==> src/rtl/dac_stream_control.sv <==
// ---------------------------------------------------------------------------
// dac_stream_control
//
// Analog output stage of the PLL datapath. Captures each 8-bit ADC sample on
// the rising edge of the ADC controller's sample-ready level and shifts one
// 16-bit frame to a PmodDA2-class 12-bit DAC over a SYNC/SCLK/DIN link.
//
// Frame word: {2'b00 don't-care, 2'b00 normal-mode PD, sample[7:0], 4'b0000}
// Frame timing: SETUP CLK_DIV cycles, SHIFT 32*CLK_DIV cycles (16 SCLK
// periods), QUIET 2*CLK_DIV cycles -> 35*CLK_DIV cycles per frame.
//
// Optional feature: define DAC_PENDING_EN to compile in a one-entry pending
// sample register (newest wins). Without it, every strobe that arrives while
// a frame is in flight is dropped.
//
// Parameters:
//   CLK_DIV        SCLK half-period in CLK cycles (1..255)
// Ports:
//   CLK            system clock, posedge
//   RST_N          asynchronous active-low reset
//   sample_strobe  sample-ready level from the ADC; rising edge used
//   sample_in      8-bit ADC sample, stable while sample_strobe is high
//   DAC_SYNC       frame select, active low
//   DAC_SCLK       serial clock, idles high; DAC samples DIN on falling edge
//   DAC_DIN        serial data, MSB first
//   busy           high whenever the FSM is not IDLE
//   overrun_cnt    saturating count of lost samples
//   TEST_STATE     current FSM state encoding, for debug
// ---------------------------------------------------------------------------
module dac_stream_control #(
    parameter int unsigned CLK_DIV = 2
) (
    input  logic       CLK,
    input  logic       RST_N,
    input  logic       sample_strobe,
    input  logic [7:0] sample_in,
    output logic       DAC_SYNC,
    output logic       DAC_SCLK,
    output logic       DAC_DIN,
    output logic       busy,
    output logic [7:0] overrun_cnt,
    output logic [7:0] TEST_STATE
);

    typedef enum logic [1:0] {
        IDLE  = 2'd0,
        SETUP = 2'd1,
        SHIFT = 2'd2,
        QUIET = 2'd3
    } state_t;

    // Wide enough for the QUIET interval of 2*255-1 cycles.
    localparam logic [8:0] HALF_M1  = 9'(CLK_DIV - 1);
    localparam logic [8:0] QUIET_M1 = 9'(2 * CLK_DIV - 1);

    state_t      state;
    logic [15:0] shreg;
    logic [8:0]  cnt;
    logic [3:0]  bit_cnt;
    logic        strobe_q;
    logic        strobe_ev;
    logic        quiet_exit;
    logic        lost;
    logic        chain_ok;
    logic [7:0]  chain_data;

    assign strobe_ev  = sample_strobe & ~strobe_q;
    assign quiet_exit = (state == QUIET) && (cnt == 9'd0);
    assign TEST_STATE = {6'b000000, state};

    // NOTE: every register below uses non-blocking assignments so that all
    // state updates within a clock edge see the pre-edge values.
    always_ff @(posedge CLK or negedge RST_N) begin
        if (!RST_N) begin
            strobe_q <= 1'b0;
        end else begin
            strobe_q <= sample_strobe;
        end
    end

`ifdef DAC_PENDING_EN
    logic       pend_valid;
    logic [7:0] pend_data;
    logic       consume;

    // A pending sample consumed on this edge frees the slot, so a strobe on
    // the same edge refills it without counting as lost.
    assign consume    = quiet_exit && pend_valid;
    assign lost       = strobe_ev && (state != IDLE) && pend_valid && !consume;
    assign chain_ok   = pend_valid;
    assign chain_data = pend_data;

    always_ff @(posedge CLK or negedge RST_N) begin
        if (!RST_N) begin
            pend_valid <= 1'b0;
            pend_data  <= 8'h00;
        end else if (strobe_ev && (state != IDLE)) begin
            pend_valid <= 1'b1;
            pend_data  <= sample_in;
        end else if (consume) begin
            pend_valid <= 1'b0;
        end
    end
`else
    assign lost       = strobe_ev && (state != IDLE);
    assign chain_ok   = 1'b0;
    assign chain_data = 8'h00;
`endif

    always_ff @(posedge CLK or negedge RST_N) begin
        if (!RST_N) begin
            overrun_cnt <= 8'h00;
        end else if (lost && (overrun_cnt != 8'hFF)) begin
            overrun_cnt <= overrun_cnt + 8'h01;
        end
    end

    // Frame sequencer. Outputs are registered alongside the state so SYNC,
    // SCLK and DIN change together on the same edge with no decode glitches.
    always_ff @(posedge CLK or negedge RST_N) begin
        if (!RST_N) begin
            state    <= IDLE;
            DAC_SYNC <= 1'b1;
            DAC_SCLK <= 1'b1;
            DAC_DIN  <= 1'b0;
            busy     <= 1'b0;
            shreg    <= 16'h0000;
            cnt      <= 9'd0;
            bit_cnt  <= 4'd0;
        end else begin
            case (state)
                IDLE: begin
                    if (strobe_ev) begin
                        state    <= SETUP;
                        shreg    <= {4'b0000, sample_in, 4'b0000};
                        DAC_SYNC <= 1'b0;
                        DAC_SCLK <= 1'b1;
                        DAC_DIN  <= 1'b0;  // bit 15 is always 0
                        busy     <= 1'b1;
                        cnt      <= HALF_M1;
                    end
                end

                SETUP: begin
                    if (cnt == 9'd0) begin
                        state    <= SHIFT;
                        DAC_SCLK <= 1'b0;  // falling edge samples bit 15
                        bit_cnt  <= 4'd15;
                        cnt      <= HALF_M1;
                    end else begin
                        cnt <= cnt - 9'd1;
                    end
                end

                SHIFT: begin
                    if (cnt != 9'd0) begin
                        cnt <= cnt - 9'd1;
                    end else if (!DAC_SCLK) begin
                        // Low phase done: raise SCLK and present the next bit,
                        // giving CLK_DIV cycles of setup before the next fall.
                        DAC_SCLK <= 1'b1;
                        shreg    <= {shreg[14:0], 1'b0};
                        DAC_DIN  <= shreg[14];
                        cnt      <= HALF_M1;
                    end else if (bit_cnt == 4'd0) begin
                        state    <= QUIET;
                        DAC_SYNC <= 1'b1;
                        DAC_DIN  <= 1'b0;
                        cnt      <= QUIET_M1;
                    end else begin
                        DAC_SCLK <= 1'b0;
                        bit_cnt  <= bit_cnt - 4'd1;
                        cnt      <= HALF_M1;
                    end
                end

                QUIET: begin
                    if (cnt != 9'd0) begin
                        cnt <= cnt - 9'd1;
                    end else if (chain_ok) begin
                        state    <= SETUP;
                        shreg    <= {4'b0000, chain_data, 4'b0000};
                        DAC_SYNC <= 1'b0;
                        DAC_SCLK <= 1'b1;
                        DAC_DIN  <= 1'b0;
                        cnt      <= HALF_M1;
                    end else begin
                        state <= IDLE;
                        busy  <= 1'b0;
                    end
                end

                default: begin
                    state <= IDLE;
                    busy  <= 1'b0;
                end
            endcase
        end
    end

endmodule

==> config.mk <==
export PLATFORM = sky130hd
export DESIGN_NAME = dac_stream_control
export DESIGN_NICKNAME = d
export VERILOG_FILES = /design/src/rtl/dac_stream_control.sv
export SDC_FILE = /design/constraint.sdc
export NUM_CORES = 1
export LEC_CHECK = 0
export ABC_CLOCK_PERIOD_IN_PS = 2700
export CAP_MARGIN = 0
export CORE_UTILIZATION = 40
export DETAILED_ROUTE_END_ITERATION = 8
export PLACE_DENSITY = 0.59
export SLEW_MARGIN = 20
export SYNTH_ARGS = -nofsm -noshare
export SYNTH_HDL_FRONTEND = slang
export SYNTH_SLANG_ARGS = --single-unit
==> constraint.sdc <==
create_clock -name CLK -period 2.7 [get_ports CLK]
set_input_delay 0.54 -clock CLK [delete_from_list [all_inputs] [get_ports CLK]]
set_output_delay 0.54 -clock CLK [all_outputs]
set_load 0.01 [all_outputs]
After elaboration in Yosys (flattened, before gate mapping)
Cells that the tools add are included.

operators by class
  bitwise operators = 3
  eq/ne operators = 14
  add/sub/neg operators = 3
  reduce and logical (&&, ||, !) cells = 18
  multiplexer cells = 40

operators with widths
  kind                                              count
  two-way mux 15 bit                                3
  two-way mux 9 bit                                 4
  case mux 9 bit (4 select lines)                   1
  case mux 15 bit (2 select lines)                  1
  two-way mux 2 bit                                 8
  two-way mux 4 bit                                 4
  != test 2 bit, second input constant              8
  two-way mux 1 bit                                 13
  AND reduction 4 bit                               3
  AND reduction 5 bit                               2
  logical NOT 9 bit                                 1
  nonzero test 9 bit                                1
  subtractor 9 x 1 -> 9 bit, second input constant  1
  adder 8 x 1 -> 8 bit, second input constant       1
  != test 8 bit, second input constant              1
  case mux 2 bit (4 select lines)                   1
  case mux 4 bit (2 select lines)                   1
  nonzero test 2 bit                                4
  case mux 1 bit (2 select lines)                   3
  AND reduction 6 bit                               1
  equality test 2 bit, second input constant        2
  logical NOT 4 bit                                 1
  subtractor 4 x 1 -> 4 bit, second input constant  1
  != test 3 bit, second input constant              1
  9 further kinds                                   11

storage, ports and cells
  bits of input ports = 11
  register bits = 43

Logic depth before layout (Yosys ltp)
Gate-level depths: netlist of run 1.

  depth after elaboration = 5
  depth in mapped cells = 7
  depth with buffers taken out = 6

Worst setup path before layout of run 1
OpenSTA, ideal clock, no wires.

  kind = register to register
  start = register cnt[0]
  end = register shreg[10]
  cell stages (with the launch flop) = 8
  arrival = 2.038 ns
  period minus slack after synthesis = 2.161 ns
  required time = 2.577 ns
  library setup time = 0.123 ns
  setup slack = 0.539 ns
  cells stage by stage = dfrtp_1 -> inv_1 -> ha_1 -> or4b_1 -> a2111oi_4 -> nand2b_1 -> buf_2 -> o221a_1

between the ends
  word-level cells in the longest chain between the ends = 3

RTL lines
  item                           RTL line  source
  start: declaration             58        logic [8:0] cnt;
  start signal: assignment       151       cnt <= cnt - 9'd1;
  start signal: assignment       157       cnt <= cnt - 9'd1;
  start signal: assignment       179       cnt <= cnt - 9'd1;
  nonzero test 9 bit             156, 178
  != test 2 bit (no line)        --
  AND reduction 4 bit (no line)  --
  end signal: assignment         135       shreg <= {4'b0000, sample_in, 4'b0000};
  end signal: assignment         162       shreg <= {shreg[14:0], 1'b0};
  end signal: assignment         182       shreg <= {4'b0000, chain_data, 4'b0000};
  end: declaration               57        logic [15:0] shreg;

Every way passes these cells.
A chain may end at the register's enable or synchronous reset.

Worst setup path in the final report of run 1
  start = register cnt[0]
  end = register shreg[7]

The elaborated chain is that of the path after synthesis.

==> results of run 1 <==
==> worst max-delay path, stage by stage, from the launching register on <==
cell       delay (ns)
dfrtp_1          0.41
inv_1            0.08
ha_1             0.21
or4b_1           0.56
a2111oi_4        0.40
nand2b_1         0.27
o221a_1          0.31
==> metal layers <==
metal  share of wire  up-vias
li1                -      810
met1            0.49      786
met2            0.48       31
met3           0.032        2
met4          0.0062        0
met5               0        -
==> metrics by stage <==
stage | setup slack [ns] | util | std cells | hold slack, ns
global placement | 0.2567 | 0.4762 | 298 | 0.4888
CTS | 0.3519 | 0.4929 | 306 | 0.3969
detailed placement | 0.2026 | 0.4762 | 298 | 0.4919
global route | 0.1596 | 0.4929 | 306 | 0.4369
finish | 0.3450 | 0.4929 | 306 | 0.3625
floorplan | 0.5387 | - | 210 | 0.2444
==> worst max path at each step <==
| stage | end | slack (ns) | depth (start not counted) |
|---|---|---|---|
| final | shreg[7]$_DFFE_PN0P_ | 0.35 | 6 |
| after detailed placement | shreg[7]$_DFFE_PN0P_ | 0.20 | 5 |
| after global routing | shreg[7]$_DFFE_PN0P_ | 0.16 | 6 |
| after global placement | shreg[8]$_DFFE_PN0P_ | 0.26 | 5 |
| after floorplan | shreg[10]$_DFFE_PN0P_ | 0.54 | 7 |
| after CTS | shreg[7]$_DFFE_PN0P_ | 0.35 | 6 |
==> cell usage after synthesis (all sizes together), types with 4 or more instances <==
master and number:
inv 12, nand3 8, nor2 10, nor3 5
a21oi 10, o22ai 4, dfrtp 37, nand2b 10
o211ai 5, xnor2 6, clkbuf 4, buf 7
o221a 7, nand2 14, ha 7
==> flip-flops by register name, summed over array words and instances (netlist names) <==
signal,flops
shreg,11
cnt,9
overrun_cnt,8
bit_cnt,4
state,2
DAC_DIN,1
DAC_SCLK,1
DAC_SYNC,1
busy,1
strobe_q,1
==> area by class of cell <==
type | count | area [um2] | area share
timing repair buffer | 29 | 272.8 | 0.1084
multi-input combinational | 148 | 1049 | 0.4165
clock inverter | 2 | 12.51 | 0.004970
tap | 70 | 87.58 | 0.03479
inverter | 12 | 45.04 | 0.01789
clock buffer | 6 | 72.57 | 0.02883
sequential | 39 | 978.4 | 0.3887
==> cell families (layout without fill, tap and decap cells) <==
| kind of cell | Yosys count | count (layout) | share of synthesized area |
|---|---|---|---|
| simple gates | 73 | 73 | 0.1991 |
| buf+inv | 23 | 49 | 0.05197 |
| other cells | 1 | 6 | 0.001770 |
| xor+xnor | 8 | 8 | 0.03308 |
| flops | 39 | 39 | 0.4619 |
| mux | 4 | 4 | 0.02067 |
| fa+ha+maj | 7 | 7 | 0.04134 |
| compound gates | 50 | 50 | 0.1902 |
==> power breakdown <==
part           internal [mW]  leakage (nW)  total (mW)  switching (mW)
sequential             0.829         0.464        1.04           0.211
combinational          0.677         0.531        1.41           0.728
clock                  0.181        0.0412       0.388           0.207
==> metrics.yaml, run 1 <==
status: "completed"
worstPathRequired_ns: 2.88
num_antenna_cells: 0
die-width_um: 74.77
synth_edf_count: 0
drc: 0
antenna_found_initial: 0
synthArstFlopShare: 1.000
grtUsageMet3: 0.04552
busiest_layer: "met2"
ys_seq_area_frac: 0.4619
num_vias: 1629
clk_pin_slew_ns: 0.08
met1_usage: 0.2540
core-area_mm2: 0.005107
ys.flop_type: "dfrtp_1"
placement_rows: 26
cts-root-buf: "clkbuf_8"
dpl_cell_area_mm2: 0.002432
grt_pass1_vias: 1608
synth_area_mm2: 0.002118
dr.pass1.iters: 4
synth_area_leader_cell: "dfrtp_1"
arrival_ns: 2.53
gr-total-overflow: 0
h-tree-depth: 2
crit_type: "reg -> reg"
cts_tree: "done"
period_needed_ns: 2.355
grt_max_degree: 40
hold_violations: 0
ys_ff_latch: 39
period_share: 0.8722
drt-total-wl_um: 4367
synthCells: 205
fin_nets: 253
crit_fanout: 8
fillers: 498
gp_congestion: 0.8369
dpl.hpwl_um: 3141
cts_buffers: 5
worst_pin_slew_ns: 0.8546
syn_area_per_cell_um2: 10.33
pin_count: 31
min_path_type: "in -> async"
clkLatencyLatePin_ns: 0.29
setup_viol: 0
finalClockSkew_ns: 0.005868
cts_setup_buffers: 0
mostFrequentLayoutCells: "dfrtp_1 (37), clkdlybuf4s50_1 (23), nand2_1 (14)"
finalInstanceArea_mm2: 0.002517
max_freq_mhz: 424.6
synth_area_leaders: "dfrtp_1 (44%), ha_1 (4.1%), o221a_1 (3.7%), nand2b_1 (3.0%), dfstp_2 (2.5%)"
synth_warnings: 0
vias_per_cell: 5.324
max-vdd-ir-drop_uv: 509.1
synth_top_area_share: 0.4371
rrSetupSlack_ns: 0.35
grt_pass1_wl_um: 7734
finalSetupTns_ns: 0
max-cap-violations: 0
synth_cell_types: 56
r2r_cells: 6
startpoint: "cnt[0]$_DFFE_PN0P_"
p_leak_nw: 1.036
die_y_um: 74.77
final_common_cell: "dfrtp_1"
regToRegEndpoint: "shreg[7]$_DFFE_PN0P_"
cts_hold_buffers: 0
clock_path_buffers: 2
portBuffers: 24
timing.slew.headroom: 0.4303
r2r_start: "cnt[0]$_DFFE_PN0P_"
grtUsageMet2: 0.2863
initial_core_util: 0.4147
critPathCaptureType: "flip-flop"
drtIter0Drc: 89
rsz0062_at_grt: "no"
drive_gt1_frac: 0.1144
wl_per_cell_um: 14.27
dieArea_mm2: 0.005591
synthToLayoutAreaGrowth_pct: 18.84
cts_resized: 0
track_usage: 0.1839
slew_viol_final: 0
clock-sinks: 39
cp-start-kind: "flip-flop"
power_density_mw_per_mm2: 1125
final_antenna_net_count: 0
fin_total_pwr_mw: 2.833
No activity file was read; power rests on OpenSTA's default activity.
==> run 2: changes to the inputs <==
--- a/config.mk
+++ b/config.mk
@@ -7,9 +7,11 @@
 export LEC_CHECK = 0
 export ABC_CLOCK_PERIOD_IN_PS = 2700
 export CAP_MARGIN = 0
-export CORE_UTILIZATION = 40
+export CELL_PAD_IN_SITES_DETAIL_PLACEMENT = 1
+export CELL_PAD_IN_SITES_GLOBAL_PLACEMENT = 2
+export CORE_UTILIZATION = 34
 export DETAILED_ROUTE_END_ITERATION = 8
-export PLACE_DENSITY = 0.59
+export PLACE_DENSITY = 0.75
 export SLEW_MARGIN = 20
 export SYNTH_ARGS = -nofsm -noshare
 export SYNTH_HDL_FRONTEND = slang
==> run 2 against run 1 <==
Flip-flop and latch count stayed put. Cell count up 1.6%. Total power grew 4.5%. Worst setup slack better by 0.077 ns. Largest cell class unchanged.
==> metrics.yaml, run 2 (synthesized netlist as in run 1, its figures left out) <==
die-width_um: 80.93  # was 74.77 um
largest_register_ffs: 11  # unchanged
max-cap-violations: 0  # unchanged
track_usage: 0.1720  # was 0.1839
rrSetupSlack_ns: 0.42  # was 0.35 ns
period_needed_ns: 2.278  # was 2.355 ns
timing.slew.headroom: 0.4065  # was 0.4303
setup_viol: 0  # unchanged
crit_chain: "inv_1, ha_1, nor3_1, a21oi_1, nor3_1, mux2_2"  # was inv_1, ha_1, or4b_1, a2111oi_4, nand2b_1, o221a_1
period_share: 0.8439  # was 0.8722
cts_tree: "done"  # unchanged
reg_top3: "shreg x11, cnt x9, overrun_cnt x8"  # unchanged
max_freq_mhz: 438.9  # was 424.6 MHz
pin_count: 31  # unchanged
final_common_cell: "dfrtp_1"  # unchanged
finalSetupTns_ns: 0  # unchanged
critical-path-slowest-cell: "nor3_1"  # was or4b_1
antenna_found_initial: 0  # unchanged
dr.pass1.iters: 4  # unchanged
status: "completed"  # unchanged
vias_per_cell: 5.344  # was 5.324
placement_rows: 28  # was 26
power_density_mw_per_mm2: 1161  # was 1125 mW/mm2
num_antenna_cells: 0  # unchanged
hold_violations: 0  # unchanged
fin_total_pwr_mw: 2.960  # was 2.833 mW
arrival_ns: 2.45  # was 2.53 ns
busiest_layer: "met2"  # unchanged
clock_path_buffers: 2  # unchanged
grt_pass1_wl_um: 8459  # was 7734 um
grtUsageMet3: 0.03483  # was 0.04552
portBuffers: 24  # unchanged
cp_common_cell: "nor3_1"
finalClockSkew_ns: 0.008616  # was 0.005868 ns
num_vias: 1662  # was 1629
cts-root-buf: "clkbuf_8"  # unchanged
dieArea_mm2: 0.006550  # was 0.005591 mm2
drtIter0Drc: 68  # was 89
seq_area_um2: 978.4  # unchanged
clkLatencyLatePin_ns: 0.29  # about the same
fin_nets: 253  # unchanged
multi_input_comb_area_mm2: 0.001049  # unchanged
crit_fanout: 11  # was 8
initial_core_util: 0.3557  # was 0.4147
grtUsageMet2: 0.2756  # was 0.2863
met1_usage: 0.2314  # was 0.2540
grt_max_degree: 40  # unchanged
r2r_cells: 6  # unchanged
worstPathRequired_ns: 2.87  # was 2.88 ns
slowest_delay_ns: 0.56  # about the same
cts_buffers: 5  # unchanged
gr-total-overflow: 0  # unchanged
final_antenna_net_count: 0  # unchanged
r2r_start: "state[0]$_DFFE_PN0P_"  # was cnt[0]$_DFFE_PN0P_
core-area_mm2: 0.005956  # was 0.005107 mm2
drt-total-wl_um: 4978  # was 4367 um
clock-sinks: 39  # unchanged
crit_type: "reg -> reg"  # unchanged
wl_per_cell_um: 16.01  # was 14.27 um
clk_pin_slew_ns: 0.08  # about the same
drc: 0  # unchanged
fillers: 695  # was 498
regMostFlops: "shreg"  # unchanged
gp_congestion: 0.7432  # was 0.8369
mostFrequentLayoutCells: "dfrtp_1 (37), clkdlybuf4s50_1 (23), nand2_1 (14)"  # unchanged
cp-start-kind: "flip-flop"  # unchanged
rsz0062_at_grt: "no"  # unchanged
cts_resized: 0  # unchanged
max-vdd-ir-drop_uv: 421.0  # was 509.1 uV
regToRegEndpoint: "state[1]$_DFFE_PN0P_"  # was shreg[7]$_DFFE_PN0P_
grt_pass1_vias: 1709  # was 1608
cts_setup_buffers: 0  # unchanged
slew_viol_final: 0  # unchanged
min_path_type: "in -> async"  # unchanged
critPathCaptureType: "flip-flop"  # unchanged
die_y_um: 80.93  # was 74.77 um
dpl.hpwl_um: 3650  # was 3141 um
worst_pin_slew_ns: 0.8903  # was 0.8546 ns
drive_gt1_frac: 0.1144  # unchanged
synthToLayoutAreaGrowth_pct: 20.32  # was 18.84%
p_leak_nw: 1.047  # was 1.036 nW
h-tree-depth: 2  # unchanged
cts_hold_buffers: 0  # unchanged
==> run 2: stage by stage <==
stage | worst slack (ns) | utilization | cell area (um2) | hold slack (ns) | instances
finish | 0.4216 | 0.4279 | 2549 | 0.3643 | 311
global route | 0.2003 | 0.4279 | 2549 | 0.4337 | 311
CTS | 0.3645 | 0.4279 | 2549 | 0.4022 | 311
detailed placement | 0.2584 | 0.4095 | 2439 | 0.4858 | 303
global placement | 0.2798 | 0.4095 | 2439 | 0.4687 | 303
floorplan | 0.5387 | - | 2137 | 0.2444 | 210
==> run 2: worst max-delay path, delay by kind of cell, from the launching register on <==
family / cells / cell delay [ns]
AOI/OAI and AO/OA: 1 / 0.12
adders and majority gates: 1 / 0.34
buffers and inverters: 1 / 0.09
DFF: 1 / 0.43
muxes: 1 / 0.37
and+or+nand+nor: 2 / 0.82
==> run 2: final cells by class <==
class                           instances  share of cell area
Multi-Input combinational cell        148              0.4114
Sequential cell                        39              0.3839
Timing Repair Buffer                   29              0.1070
Tap cell                               75             0.03682
Clock buffer                            6             0.02847
Inverter                               12             0.01767
Clock inverter                          2             0.01473
==> run 2: worst max path at each step <==
stage / from / end / cells after the start / slack, ns
after floorplan: cnt[0]$_DFFE_PN0P_ / shreg[10]$_DFFE_PN0P_ / 7 / 0.54
after global placement: sample_strobe / shreg[11]$_DFFE_PN0P_ / 5 / 0.28
after detailed placement: sample_strobe / shreg[6]$_DFFE_PN0P_ / 5 / 0.26
after CTS: state[0]$_DFFE_PN0P_ / state[1]$_DFFE_PN0P_ / 6 / 0.36
after global routing: state[0]$_DFFE_PN0P_ / state[1]$_DFFE_PN0P_ / 6 / 0.20
final: state[0]$_DFFE_PN0P_ / state[1]$_DFFE_PN0P_ / 6 / 0.42
==> run 2: routing by layer <==
layer  share of wire  up-vias
met5               0        -
met4           0.013        0
met3           0.025        7
met2            0.47       17
met1            0.49      827
li1                -      811
==> run 2: where the power goes <==
group          internal (mW)  total, mW  switching (mW)
registers              0.829       1.05           0.217
logic                  0.673       1.43           0.753
clock network          0.276      0.489           0.213
total                   1.78       2.96            1.18
==> run 3: changes to the inputs <==
--- a/config.mk
+++ b/config.mk
@@ -5,7 +5,7 @@
 export SDC_FILE = /design/constraint.sdc
 export NUM_CORES = 1
 export LEC_CHECK = 0
-export ABC_CLOCK_PERIOD_IN_PS = 2700
+export ABC_CLOCK_PERIOD_IN_PS = 2300
 export CAP_MARGIN = 0
 export CELL_PAD_IN_SITES_DETAIL_PLACEMENT = 1
 export CELL_PAD_IN_SITES_GLOBAL_PLACEMENT = 2
==> constraint.sdc (replaced) <==
create_clock -name CLK -period 2.3 [get_ports CLK]
set_input_delay 0.46 -clock CLK [delete_from_list [all_inputs] [get_ports CLK]]
set_output_delay 0.46 -clock CLK [all_outputs]
set_load 0.01 [all_outputs]
==> run 3 against run 2 <==
Clock-buffer cell count shrank 1. Flip-flop and latch count is the same. Cell count rose by 7.1%. Sequential share of layout area shrank 2.0 points. Utilization rose by 2.4 points. Critical path type unchanged. Critical endpoint is now shreg[10]$_DFFE_PN0P_.
==> metrics.yaml, run 3 (synthesized netlist as in run 1, its figures left out) <==
max_freq_mhz: 467.4  # was 438.9 MHz
finalClockSkew_ns: 0.005829  # was 0.008616 ns
worstPathRequired_ns: 2.53  # was 2.87 ns
crit_fanout: 7  # was 11
core-area_mm2: 0.005956  # unchanged
slowest_delay_ns: 0.51  # was 0.56 ns
portBuffers: 24  # unchanged
fillers: 700  # was 695
drtIter0Drc: 80  # was 68
h-tree-depth: 2  # unchanged
period_share: 0.9303  # was 0.8439
final_common_cell: "dfrtp_1"  # unchanged
arrival_ns: 2.37  # was 2.45 ns
power_density_mw_per_mm2: 1338  # was 1161 mW/mm2
final_antenna_net_count: 0  # unchanged
pin_count: 31  # unchanged
antenna_found_initial: 0  # unchanged
cp_top_family: "simple AND/OR/NAND/NOR gates"  # unchanged
dieArea_mm2: 0.006550  # unchanged
critical-path-slowest-cell: "or4b_1"  # was nor3_1
startpoint: "cnt[1]$_DFFE_PN0P_"  # was state[0]$_DFFE_PN0P_
cts_hold_buffers: 0  # unchanged
setup_viol: 0  # unchanged
num_vias: 1737  # was 1662
max-vdd-ir-drop_uv: 705.2  # was 421.0 uV
drive_gt1_frac: 0.1977  # was 0.1144
period_needed_ns: 2.140  # was 2.278 ns
regMostFlops: "shreg"  # unchanged
status: "completed"  # unchanged
num_antenna_cells: 0  # unchanged
grt_pass1_wl_um: 8714  # was 8459 um
critPathBufInv: 2  # was 1
grt_pass1_vias: 1768  # was 1709
timing.slew.headroom: 0.6652  # was 0.4065
die_y_um: 80.93  # unchanged
cts_buffers: 5  # unchanged
cts_resized: 0  # unchanged
drc: 0  # unchanged
gr-total-overflow: 0  # unchanged
r2r_start: "cnt[1]$_DFFE_PN0P_"  # was state[0]$_DFFE_PN0P_
p_leak_nw: 1.150  # was 1.047 nW
slew_viol_final: 0  # unchanged
crit_type: "reg -> reg"  # unchanged
clock_path_buffers: 2  # unchanged
synthToLayoutAreaGrowth_pct: 26.99  # was 20.32%
cts_tree: "done"  # unchanged
crit_chain: "inv_1, ha_1, or4b_1, buf_4, a2111o_1, nand2_2, o221a_1"  # was inv_1, ha_1, nor3_1, a21oi_1, nor3_1, mux2_2
die-width_um: 80.93  # unchanged
min_path_type: "in -> async"  # unchanged
vias_per_cell: 5.216  # was 5.344
largest_register_ffs: 11  # unchanged
reg_top3: "shreg x11, cnt x9, overrun_cnt x8"  # unchanged
dpl_worst_slack_ns: -0.05261  # was 0.2584 ns
track_usage: 0.1725  # was 0.1720
dpl.hpwl_um: 3828  # was 3650 um
clk_pin_slew_ns: 0.08  # about the same
cts-root-buf: "clkbuf_8"  # unchanged
initial_core_util: 0.3557  # unchanged
dr.pass1.iters: 4  # unchanged
cp-start-kind: "flip-flop"  # unchanged
worst_slack_ns: 0.1604  # was 0.4216 ns
clock-sinks: 39  # unchanged
grt_max_degree: 40  # unchanged
fin_total_pwr_mw: 3.599  # was 2.960 mW
gp_congestion: 0.7076  # was 0.7432
mostFrequentLayoutCells: "dfrtp_1 (37), buf_4 (27), clkdlybuf4s50_1 (23)"  # was dfrtp_1 (37), clkdlybuf4s50_1 (23), nand2_1 (14)
seq_area_um2: 978.4  # unchanged
rsz0062_at_grt: "no"  # unchanged
critPathCaptureType: "flip-flop"  # unchanged
worst_pin_slew_ns: 0.5021  # was 0.8903 ns
cts_setup_buffers: 0  # unchanged
fin_nets: 275  # was 253
clkLatencyLatePin_ns: 0.29  # about the same
multi_input_comb_area_mm2: 0.001051  # was 0.001049 mm2
placement_rows: 28  # unchanged
drt-total-wl_um: 5074  # was 4978 um
max-cap-violations: 0  # unchanged
wl_per_cell_um: 15.24  # was 16.01 um
hold_violations: 0  # unchanged
run 3: path summary, 6_finish.rpt:
kind	to	slack (ns)	cells after the start
min reg2reg	DAC_SYNC$_DFFE_PN1P_	0.50	2
max reg2reg	shreg[10]$_DFFE_PN0P_	0.16	7
min in group CLK	DAC_SYNC$_DFFE_PN1P_	0.50	2
min	overrun_cnt[7]$_DFFE_PN0P_	0.22	2
max in group asynchronous	DAC_SCLK$_DFFE_PN1P_	1.71	2
max	shreg[10]$_DFFE_PN0P_	0.16	7
run 3: power breakdown:
group          internal (mW)  leakage [nW]  switching (mW)  total [mW]
combinational          0.995         0.639           0.963        1.96
clock                  0.207        0.0477           0.235       0.443
sequential             0.973         0.464           0.225        1.20
run 3: through the flow:
stage	cells	utilization	area, um2	hold WS [ns]	TNS [ns]
detailed placement	325	0.4372	2604	0.4999	-0.3350
CTS	333	0.4513	2688	0.2386	0
global placement	325	0.4372	2604	0.4848	-0.2172
finish	333	0.4517	2690	0.2220	0
global route	333	0.4517	2690	0.2615	0
floorplan	210	-	2137	0.1644	0
run 3: final cells by class:
| type | count | area share |
|---|---|---|
| Tap cell | 75 | 0.03488 |
| Timing Repair Buffer | 51 | 0.1628 |
| Multi-Input combinational cell | 148 | 0.3907 |
| Inverter | 12 | 0.01674 |
| Clock buffer | 5 | 0.02558 |
| Sequential cell | 39 | 0.3637 |
| Clock inverter | 3 | 0.005581 |
run 3: metal layers:
layer / vias to the layer above / GRT usage / share of wire
met5: - / 0 / 0
met4: 0 / 0.04286 / 0.0095
met3: 4 / 0.03034 / 0.019
li1: 847 / - / -
met1: 870 / 0.2407 / 0.50
met2: 16 / 0.2756 / 0.47
